[src/rtl/pixel_stream_packer.sv]
// Packs a raster-order pixel stream into 3-lane beats (short final beat zero-padded) for the image core.
// Latency: a beat is presented the cycle after its last lane is filled; input stalls while a beat waits on out_ready.
module pixel_stream_packer #(
    parameter int IMG_DIM    = 20,
    parameter int BIT_LENGTH = 5
) (
    input  logic                  clk,
    input  logic                  reset,
    input  logic                  start,
    input  logic [BIT_LENGTH-1:0] in_pixel,
    input  logic                  in_valid,
    output logic                  in_ready,
    output logic [BIT_LENGTH-1:0] out_pix0,
    output logic [BIT_LENGTH-1:0] out_pix1,
    output logic [BIT_LENGTH-1:0] out_pix2,
    output logic [1:0]            out_count,
    output logic                  out_valid,
    input  logic                  out_ready,
    output logic                  load_end,
    output logic                  busy,
    output logic                  frame_done
);
    localparam int TOTAL = IMG_DIM * IMG_DIM;
    localparam int CW    = $clog2(TOTAL + 1);
    localparam logic [CW-1:0] LAST_IDX = CW'(TOTAL - 1);

    localparam logic [1:0] IDLE = 2'd0;
    localparam logic [1:0] FILL = 2'd1;
    localparam logic [1:0] SEND = 2'd2;
    localparam logic [1:0] DONE = 2'd3;

    logic [1:0]            state;
    logic [1:0]            lane_idx;
    logic [CW-1:0]         pix_cnt;
    logic [BIT_LENGTH-1:0] lane0;
    logic [BIT_LENGTH-1:0] lane1;
    logic [BIT_LENGTH-1:0] lane2;
    logic [1:0]            beat_count;
    logic                  beat_last;
    logic                  accept;
    logic                  last_pix;
    logic                  beat_full;

    assign accept    = (state == FILL) && in_valid;
    assign last_pix  = (pix_cnt == LAST_IDX);
    assign beat_full = (lane_idx == 2'd2);

    always_ff @(posedge clk or negedge reset) begin
        if (!reset) begin
            state      <= IDLE;
            lane_idx   <= 2'd0;
            pix_cnt    <= '0;
            lane0      <= '0;
            lane1      <= '0;
            lane2      <= '0;
            beat_count <= 2'd0;
            beat_last  <= 1'b0;
        end else begin
            case (state)
                IDLE: begin
                    if (start) begin
                        pix_cnt    <= '0;
                        lane_idx   <= 2'd0;
                        lane0      <= '0;
                        lane1      <= '0;
                        lane2      <= '0;
                        beat_count <= 2'd0;
                        beat_last  <= 1'b0;
                        state      <= FILL;
                    end
                end
                FILL: begin
                    if (accept) begin
                        case (lane_idx)
                            2'd0:    lane0 <= in_pixel;
                            2'd1:    lane1 <= in_pixel;
                            default: lane2 <= in_pixel;
                        endcase
                        lane_idx <= lane_idx + 2'd1;
                        pix_cnt  <= pix_cnt + CW'(1);
                        // The frame's last pixel closes the beat early; unfilled lanes stay zero.
                        if (beat_full || last_pix) begin
                            beat_count <= lane_idx + 2'd1;
                            beat_last  <= last_pix;
                            state      <= SEND;
                        end
                    end
                end
                SEND: begin
                    if (out_ready) begin
                        lane_idx   <= 2'd0;
                        lane0      <= '0;
                        lane1      <= '0;
                        lane2      <= '0;
                        beat_count <= 2'd0;
                        beat_last  <= 1'b0;
                        state      <= beat_last ? DONE : FILL;
                    end
                end
                default: state <= IDLE;
            endcase
        end
    end

    assign in_ready   = (state == FILL);
    assign out_valid  = (state == SEND);
    assign out_pix0   = out_valid ? lane0 : '0;
    assign out_pix1   = out_valid ? lane1 : '0;
    assign out_pix2   = out_valid ? lane2 : '0;
    assign out_count  = beat_count;
    assign load_end   = beat_last;
    assign busy       = (state != IDLE);
    assign frame_done = (state == DONE);

endmodule

[config.mk]
export PLATFORM = sky130hd
export DESIGN_NAME = pixel_stream_packer
export DESIGN_NICKNAME = d
export VERILOG_FILES = /design/src/rtl/pixel_stream_packer.sv
export SDC_FILE = /design/constraint.sdc
export NUM_CORES = 1
export LEC_CHECK = 0
export ABC_CLOCK_PERIOD_IN_PS = 2029
export BUFFER_PORTS_ARGS = -buffer_cell sky130_fd_sc_hd__buf_2
export CORE_MARGIN = 4
export CORE_UTILIZATION = 49
export DETAILED_ROUTE_END_ITERATION = 10
export PLACE_DENSITY = 0.78
export REMOVE_ABC_BUFFERS = 1
export SYNTH_ARGS = -nofsm -noshare
export SYNTH_HDL_FRONTEND = slang
export SYNTH_SLANG_ARGS = --single-unit
[constraint.sdc]
create_clock -name clk -period 2.03 [get_ports clk]
set_input_delay 0.203 -clock clk [delete_from_list [all_inputs] [get_ports clk]]
set_output_delay 0.203 -clock clk [all_outputs]
set_load 0.1 [all_outputs]
; Yosys cells after proc, flatten, opt, wreduce, memory -nomap -nowiden
; Cells that the tools add are included.
[word_totals]
regBits = 31
inputBits = 10
output_inout_bits = 22
word_cells = 73
[op_classes]
n_addsub = 2
eq_ne = 13
n_mux = 35
reduce_logical = 15
[op_table]
columns = op, count
row1 = 5-bit 2-to-1 mux, 11
row2 = 5-bit one-hot mux with 3 select lines, 3
row3 = 2-bit 2-to-1 mux, 10
row4 = 5-bit AND reduction, 4
row5 = 9-bit 2-to-1 mux, 2
row6 = 2-bit one-hot mux with 3 select lines, 3
row7 = 9-bit one-hot mux with 2 select lines, 1
row8 = 2-bit by 1-bit inequality test with 1-bit output (second input constant), 5
row9 = 9-bit by 1-bit adder with 9-bit output (second input constant), 1
row10 = 9-bit equality test (second input constant), 1
row11 = 4-bit AND reduction, 2
row12 = 2-bit equality test (second input constant), 3
row13 = 2-bit by 1-bit equality test with 1-bit output (second input constant), 2
row14 = 2-bit logical NOT, 2
row15 = 1-bit 2-to-1 mux, 4
row16 = 2-bit inequality test (second input constant), 2
row17 = 2-bit nonzero test, 2
row18 = 1-bit one-hot mux with 3 select lines, 1
row19 = 3-bit AND reduction, 1
row20 = 3-bit nonzero test, 1
row21 = 2-bit by 1-bit adder with 2-bit output (second input constant), 1
row22 = 2-bit OR reduction, 1
row23 = 1-bit logical AND, 1
row24 = 1-bit logical OR, 1

; Longest topological paths before layout
; Gate-level depths: netlist of the first run.
[logic_depth]
depth_word = 5
mapped_depth = 6
depth_no_buf = 5

; Worst setup path after synthesis of the first run
; OpenSTA, ideal clock, no wires.
[synth_path]
path_kind = reg-to-output
start = register state[0]
end = output port out_pix0[3]
t_arrival_ns = 2.596
t_required_ns = 1.827
slack_ns = -0.769
stages_incl_launch_ff = 5
n_path_buf = 2
path_cell_list = dfrtp_1 nor2b_1 clkbuf_1 clkbuf_1 and2_1
[synth_between]
elab_chain_cells = 2
[synth_rtl]
columns = element, line
row1 = start: declaration, 32  ; logic [1:0] state;
row2 = start signal: assignment, 97  ; state <= beat_last ? DONE : FILL;
row3 = 2-bit equality test, 106  ; assign out_valid = (state == SEND);
row4 = named net out_valid, 17  ; output logic out_valid,
row5 = 5-bit 2-to-1 mux, 107  ; assign out_pix0 = out_valid ? lane0 : '0;
row6 = end: declaration, 13  ; output logic [BIT_LENGTH-1:0] out_pix0,
; The timed path passes the listed nets, and every way through them passes these cells.

; Worst setup path in the final report of the first run
[layout_path]
start = register state[0]
end = output port in_ready
[layout_between]
elab_chain_cells = 1
[layout_rtl]
columns = element, line
row1 = 2-bit by 1-bit equality test with 1-bit output, 105  ; assign in_ready = (state == FILL);
row2 = end: declaration, 12  ; output logic in_ready,
; Every way passes these cells.

==> impl_metrics.ini, run 1 <==
[yosys]
synth_edf_count = 0
yosys_warnings = 0
seq_area_frac_synth_pct = 48.7
syn_inst = 139
synth_flop_cell = dfrtp_1
synth_area_leaders = dfrtp_1 (49%), a32o_1 (6.9%), and2_1 (6.3%)
synthAdderAreaFrac_pct = 3.14
synth_xor_area_share_pct = 3.30
synthArstFlopShare_pct = 100
synth_area_per_cell_um2 = 11.4
synth_top_cell_by_area = dfrtp_1
synth_top_family_by_area = simple AND/OR/NAND/NOR gates
synthSimpleGateAreaFrac_pct = 20.0
synth_compound_area_share_pct = 19.3
synth-seq-cells = 31
ys_types = 42
synth.top_cell.area_share_pct = 48.7
synth.cell_area_um2 = 1590
synthMuxAreaShare_pct = 1.97

[detailed_routing]
wl_per_cell_um = 16.3
drc = 0
final_antenna_net_count = 0
first_iter_violations = 28
drt-total-wl_um = 3600
avgViaCountPerCell = 5.67
vias = 1248
firstDrtPassIters = 4

[floorplan]
ios = 32
core_um2 = 3080
core.rowCount = 20
die_y_um = 65.0
die_width_um = 65.0
initial_utilization_pct = 51.7
die-area_um2 = 4220

[clock_tree]
cts_setup_buffers = 0
cts-root-buf = clkbuf_4
cts.sinks = 31
cts_made_buffers = 5
clk_pin_slew_ps = 90
htreeDepth = 2
cts_tree = yes
insertion_delay_ps = 330
clockBufferDepth = 2

[power]
power_density_nw_per_um2 = 1260
peakVddDrop_v = 0.00117
p_leak_nw = 0.942
total_power_mw = 2.66

[place]
placed_area_um2 = 2020
place.gp.congestion = 0.904
numPlacedInstances = 211
hpwl_um = 2700
io_buffers = 31

[sta]
fmax_mhz = 526
min_period_ps = 1900
max_slew_margin_pct = 54.4
hold_violations = 0
setup_viol = 0
clock_skew_ps = 9.55
slew_viol_final = 0
post-route-period-util_pct = 93.7
tightest_slew_ps = 685
rsz0062_at_grt = no

[global_route]
antenna_found_initial = 0
track_usage_pct = 19.0
grt_overflow = 0
grt_max_degree = 32
grt_pass1_vias = 1271
grt_pass1_wl_um = 6070

[final_layout]
final_cell_mix = dfrtp_1 (31), and2_1 (16), buf_12 (16)
fin_area_um2 = 2100
drive_gt1_share_pct = 30.1
fin_cells = 220
finalNetCount = 189
area_delta_synth_final_pct = 32.2
layout_commonest_cell = dfrtp_1
antennaDiodeCount = 0

[worst_setup_path]
worstPathRequired_ps = 1830
path_max_fanout = 12
cp.arrival_ps = 1700
path_class = reg2out
start_kind = register
critPathMaxStageDelay_ps = 570
path_cells = or2b_1 -> inv_1 -> clkbuf_4
endpoint_kind = output port
slowest_stage = dfrtp_1

[min_path]
hold_path_class = in2reg

[flow_run]
maxCapViolations = 0

[status]
status = completed
==> worst max-delay path: cells and delay by family (launching register included) <==
family,cells,cell delay [ps]
buffers and inverters,2,410
flip-flops,1,570
AND/OR/NAND/NOR,1,390
==> synthesized netlist by cell type (2+ instances only) <==
cell type  instances
dfrtp_1           31
and2_1            16
a32o_1            11
nor2_1            11
a22o_1             9
ha_1               4
inv_1              4
xnor2_1            4
nand2_1            3
nand3_1            3
buf_6              2
clkbuf_1           2
mux2i_1            2
nand3b_1           2
nand4_1            2
nor3_1             2
o21ai_0            2
o21ai_4            2
o21bai_1           2
or2_2              2
xor2_1             2
==> cells by family after synthesis <==
| logic type | count (synthesis) |
|---|---|
| AND/OR/NAND/NOR | 53 |
| AO/OA/AOI/OAI | 32 |
| flip-flops | 31 |
| buffers and inverters | 10 |
| XOR/XNOR | 6 |
| adder cells (fa/ha/maj) | 4 |
| multiplexers | 3 |
==> registers in the layout, indices dropped and copies added (netlist names) <==
name / count
out_count: 2
lane2: 5
state: 2
load_end: 1
lane_idx: 2
lane0: 5
pix_cnt: 9
lane1: 5
==> where the power goes <==
group	switching, mW	total [mW]	internal, mW
clock	0.203	0.407	0.204
sequential	0.174	0.991	0.817
combinational	0.821	1.26	0.438
total	1.20	2.66	1.46
==> area by class of cell <==
cell class	count	area [um^2]
Fill cell	236	975
Clock buffer	8	68.8
Tap cell	44	55.1
Sequential cell	31	776
Inverter	4	15.0
Multi-Input combinational cell	98	758
Timing Repair Buffer	35	430
==> metal layers <==
layer / vias up / share of wire [%] / global-route usage (%)
li1: 580 / - / -
met5: - / 0 / 0
met1: 630 / 44 / 24.4
met4: 0 / 1.0 / 7.39
met2: 33 / 50 / 30.3
met3: 5 / 4.8 / 5.03
==> repair_timing <==
action | CTS | global route
endpoints found under the setup margin | 0 | 1
gates resized for setup | 0 | 1
endpoints found under the hold margin | 31 | 0
hold buffers | 1 | 0
==> stage by stage <==
| stage | util [%] | setup TNS, ps | setup WS, ps | hold slack (ps) |
|---|---|---|---|---|
| after detailed placement | 65.7 | 0 | 321 | 287 |
| after global routing | 68.3 | 0 | 37.5 | 137 |
| after global placement | 65.7 | 0 | 377 | 261 |
| after CTS | 68.3 | 0 | 36.3 | 130 |
| final | 68.3 | 0 | 127 | 140 |
| after floorplan | - | -37490 | -1380 | -92.6 |
==> final timing paths <==
kind / from / endpoint / slack, ps / depth (start not counted)
max: state[0]$_DFFE_PN0P_ / in_ready / 130 / 3
min: in_valid / state[0]$_DFFE_PN0P_ / 140 / 2
max reg2reg: state[0]$_DFFE_PN0P_ / lane1[4]$_DFFE_PN0P_ / 290 / 4
min reg2reg: lane1[3]$_DFFE_PN0P_ / lane1[3]$_DFFE_PN0P_ / 500 / 1
max in group asynchronous: reset / lane0[1]$_DFFE_PN0P_ / 1140 / 2
min in group asynchronous: reset / pix_cnt[7]$_DFFE_PN0P_ / 440 / 2
No activity file was read; power rests on OpenSTA's default activity.
==> run 2: changes to the inputs <==
--- a/config.mk
+++ b/config.mk
@@ -5,7 +5,7 @@
 export SDC_FILE = /design/constraint.sdc
 export NUM_CORES = 1
 export LEC_CHECK = 0
-export ABC_CLOCK_PERIOD_IN_PS = 2029
+export ABC_CLOCK_PERIOD_IN_PS = 2100
 export BUFFER_PORTS_ARGS = -buffer_cell sky130_fd_sc_hd__buf_2
 export CORE_MARGIN = 4
 export CORE_UTILIZATION = 49
==> constraint.sdc (replaced) <==
create_clock -name clk -period 2.1 [get_ports clk]
set_input_delay 0.21 -clock clk [delete_from_list [all_inputs] [get_ports clk]]
set_output_delay 0.21 -clock clk [all_outputs]
set_load 0.1 [all_outputs]
==> run 2 against run 1 <==
Net effect: count of clock-buffer cells in the layout down 2; clock power rose by 23%; critical path depth did not move; via count is 1.3% higher; worst hold slack got worse by 23 ps; worst setup slack got worse by 33 ps; highest routed layer unchanged; non-clock buffer count unchanged; die area unchanged; sequential share of layout area decreased by 0.26 points; clock skew is essentially flat; largest cell class unchanged; power is 0.71% higher; critical path type unchanged; core utilization is 0.49 points higher.
==> impl_metrics.ini, run 2 (synthesis gave the netlist of run 1 again) <==
[final_layout]
fin_util_pct = 68.8
fill_cells = 220
layout_commonest_cell = dfrtp_1
largest_register_ffs = 9
final_cell_mix = dfrtp_1 (31), and2_1 (16), buf_12 (16)
top_register = pix_cnt
area_delta_synth_final_pct = 33.1
antennaDiodeCount = 0
finalNetCount = 189
drive_gt1_share_pct = 30.7

[place]
post-place-ws_ps = 434
hpwl_um = 2680
place.gp.congestion = 0.871
io_buffers = 31

[power]
power_frac_seq_pct = 35.8
power_density_nw_per_um2 = 1260
p_int_mw = 1.49
swShare_pct = 44.2
combPwrFrac_pct = 45.5
peakVddDrop_v = 0.000888
power.share.clock_pct = 18.7
switching_power_mw = 1.18
p_leak_nw = 0.950

[worst_setup_path]
path_class = reg2out
slowest_stage = dfrtp_1
endpoint_kind = output port
path_cells = or2b_1 -> inv_1 -> buf_2
worstPathRequired_ps = 1890
cp.arrival_ps = 1800
path_max_fanout = 12
critPathMaxStageDelay_ps = 570
start_kind = register

[clock_tree]
cts.sinks = 31
clk_pin_slew_ps = 110
cts_made_buffers = 5
ctsResizeCount = 0
cts-root-buf = clkbuf_4
insertion_delay_ps = 350
cts_tree = yes
htreeDepth = 2
clockBufferDepth = 2

[sta]
clock_skew_ps = 9.65
hold_slack_ps = 117
rsz0062_at_grt = no
max_slew_margin_pct = 55.2
slew_viol_final = 0
hold_violations = 0
min_period_ps = 2010
fmax_mhz = 499
post-route-period-util_pct = 95.5
worst_slack_ps = 94.2
setup_viol = 0
tightest_slew_ps = 672

[global_route]
grt_pass1_wl_um = 6240
grt_overflow = 0
grt_max_degree = 32
antenna_found_initial = 0
grt_pass1_vias = 1342
track_usage_pct = 19.9

[detailed_routing]
firstDrtPassIters = 4
first_iter_violations = 29
drc = 0
wl_per_cell_um = 16.8
drt-total-wl_um = 3690
avgViaCountPerCell = 5.75
final_antenna_net_count = 0
vias = 1264

[floorplan]
die_width_um = 65.0
core.rowCount = 20
core_um2 = 3080
initial_utilization_pct = 51.7
die_y_um = 65.0
ios = 32
die-area_um2 = 4220

[status]
status = completed

[min_path]
hold_path_class = in2reg

[flow_run]
maxCapViolations = 0
==> run 2: cell types whose count changed in the layout (fill, tap and decap cells not counted), sizes merged <==
cell,change
buf,+1
bufinv,+1
clkbuf,-3
clkinv,+1
==> run 2: cell type report <==
cell class	instances	area (um^2)	area share [%]
clock buffer	6	51.3	2.42
inverter	4	15.0	0.709
tap	44	55.1	2.60
clock inverter	2	35.0	1.65
sequential	31	776	36.6
timing repair buffer	35	428	20.2
multi-input combinational	98	758	35.8
==> run 2: path summary, 6_finish.rpt <==
kind / slack, ps / cells after the start / to / from
setup / recovery: 90 / 3 / in_ready / state[0]$_DFFE_PN0P_
setup reg to reg: 410 / 4 / out_count[1]$_DFFE_PN0P_ / pix_cnt[5]$_DFFE_PN0P_
hold reg to reg: 500 / 1 / lane0[0]$_DFFE_PN0P_ / lane0[0]$_DFFE_PN0P_
hold / removal: 120 / 2 / lane2[1]$_DFFE_PN0P_ / in_pixel[1]
max in group asynchronous: 1230 / 2 / pix_cnt[0]$_DFFE_PN0P_ / reset
min in group asynchronous: 430 / 2 / lane1[3]$_DFFE_PN0P_ / reset
==> run 2: through the flow <==
step / cells / TNS, ps / power [mW] / instance area, um^2
2_1_floorplan: 133 / -35300 / 1.86 / 1550
3_3_place_gp: 211 / 0 / 2.11 / 2020
3_5_place_dp: 211 / 0 / 2.17 / 2020
4_1_cts: 220 / 0 / 2.68 / 2120
5_1_grt: 220 / 0 / 2.83 / 2120
6_report: 220 / 0 / 2.68 / 2120
==> run 2: per-layer routing <==
layer | wire length [um] | track usage [%] | up-vias
li1 | - | - | 577
met1 | 1650 | 25.2 | 630
met2 | 1730 | 29.4 | 45
met3 | 201 | 6.41 | 12
met4 | 106 | 12.4 | 0
met5 | 0 | 0 | -
==> run 2: what timing repair did <==
item	CTS	global route
hold buffers	1	0
buffers inserted	0	0
hold endpoints to repair	31	0
==> run 2: worst max-delay path, delay by kind of cell (launching register included) <==
family                 cells  cell delay, ps
buffers and inverters      2             500
flip-flops                 1             570
AND/OR/NAND/NOR            1             380
==> run 2: power by group through the flow <==
stage	clock [mW]	combinational (mW)	sequential, mW
floorplan	0	0.846	1.01
global placement	0	1.16	0.948
detailed placement	0	1.21	0.963
CTS	0.514	1.22	0.950
global route	0.531	1.31	0.989
finish	0.501	1.22	0.956
==> run 3: changes to the inputs <==
--- a/config.mk
+++ b/config.mk
@@ -11,7 +11,6 @@
 export CORE_UTILIZATION = 49
 export DETAILED_ROUTE_END_ITERATION = 10
 export PLACE_DENSITY = 0.78
-export REMOVE_ABC_BUFFERS = 1
 export SYNTH_ARGS = -nofsm -noshare
 export SYNTH_HDL_FRONTEND = slang
 export SYNTH_SLANG_ARGS = --single-unit
==> run 3 against run 2 <==
Net effect: worst setup slack got worse by 9.2 ps; register-to-register slack about the same; core utilization increased by 0.49 points; clock power decreased by 3%; design area rose by 0.71%; count of clock-buffer cells in the layout unchanged; largest power group unchanged.
==> impl_metrics.ini, run 3 (synthesis gave the netlist of run 1 again) <==
[final_layout]
multi_input_area_um2 = 772
final_cell_mix = dfrtp_1 (30), buf_12 (16), buf_2 (15)
fill_cells = 229
top_register = pix_cnt
antennaDiodeCount = 0
finalNetCount = 189
seq_area_um2 = 777
largest_register_ffs = 9
drive_gt1_share_pct = 36.9
area_delta_synth_final_pct = 34.0
layout_commonest_cell = dfrtp_1

[sta]
tightest_slew_ps = 661
tns_ps = 0
min_period_ps = 2010
hold_slack_ps = 143
clock_skew_ps = 13.7
post-route-period-util_pct = 96.0
fmax_mhz = 496
hold_violations = 0
slew_viol_final = 0
setup_viol = 0
rsz0062_at_grt = no
max_slew_margin_pct = 55.9

[clock_tree]
clk_pin_slew_ps = 100
cts_setup_buffers = 0
htreeDepth = 2
cts_tree = yes
cts.sinks = 31
cts_made_buffers = 5
insertion_delay_ps = 340
clockBufferDepth = 2
cts-root-buf = clkbuf_4

[global_route]
grt_pass1_vias = 1244
grt_pass1_wl_um = 6180
antenna_found_initial = 0
grt_overflow = 0
grt_max_degree = 32
track_usage_pct = 19.4

[worst_setup_path]
path_max_fanout = 12
path_class = reg2out
cp.arrival_ps = 1800
start_kind = register
worstPathRequired_ps = 1890
endpoint_kind = output port

[detailed_routing]
first_iter_violations = 38
drt-total-wl_um = 3550
drc = 0
vias = 1235
firstDrtPassIters = 4
final_antenna_net_count = 0
avgViaCountPerCell = 5.61
wl_per_cell_um = 16.2

[floorplan]
core_um2 = 3080
die-area_um2 = 4220
initial_utilization_pct = 51.7
core.rowCount = 20
die_width_um = 65.0
ios = 32
die_y_um = 65.0

[status]
status = completed

[power]
power_density_nw_per_um2 = 1240
total_power_mw = 2.64
p_leak_nw = 0.956
peakVddDrop_v = 0.00106

[place]
hpwl_um = 2680
place.gp.congestion = 0.835
io_buffers = 31

[min_path]
hold_path_class = in2reg

[flow_run]
maxCapViolations = 0

[yosys]
syn_nets = 153
==> run 3: worst max-delay path: stages, from the launching register on <==
cell and delay, ps:
dfrtp_1 580, or2b_1 380, inv_1 90, buf_2 420
==> run 3: layout make-up <==
cell class / instances / area share, %
Tap cell: 44 / 2.58
Clock inverter: 2 / 1.64
Multi-Input combinational cell: 98 / 36.2
Timing Repair Buffer: 35 / 20.1
Inverter: 4 / 0.704
Sequential cell: 31 / 36.4
Clock buffer: 6 / 2.40
==> run 3: path summary, 6_finish.rpt <==
check / to / cells after the start / slack [ps] / from
max: in_ready / 3 / 90 / state[0]$_DFFE_PN0P_
max reg2reg: lane0[0]$_DFFE_PN0P_ / 4 / 400 / state[0]$_DFFE_PN0P_
min: lane2[0]$_DFFE_PN0P_ / 2 / 140 / in_pixel[0]
min in group asynchronous: lane2[0]$_DFFE_PN0P_ / 2 / 430 / reset
min reg2reg: lane1[1]$_DFFE_PN0P_ / 1 / 500 / lane1[1]$_DFFE_PN0P_
max in group asynchronous: state[1]$_DFFE_PN0P_ / 2 / 1210 / reset
==> run 3: report_power, final <==
group | internal (mW) | switching [mW]
clock | 0.281 | 0.204
sequential | 0.790 | 0.164
combinational | 0.423 | 0.776
==> run 3: routing by layer <==
| layer | track usage, % | part of all wire, % | vias to the layer above |
|---|---|---|---|
| met5 | 0 | 0 | - |
| met4 | 9.50 | 2.1 | 0 |
| met3 | 3.81 | 5.0 | 8 |
| met2 | 28.5 | 46 | 39 |
| met1 | 27.3 | 47 | 607 |
| li1 | - | - | 581 |
==> run 3: repair_timing <==
action | in CTS | in global routing
hold endpoints to repair | 31 | 0
setup endpoints to repair | 0 | 15
hold buffers | 1 | 0
resized for setup | 0 | 2
==> run 3: through the flow <==
step	setup WS, ps	instance area, um^2	util, %	cells
finish	85.0	2130	69.3	220
global route	3.95	2130	69.3	220
CTS	4.25	2130	69.2	220
detailed placement	380	2030	66.1	211
global placement	456	2030	66.1	211
floorplan	35.8	1600	-	139
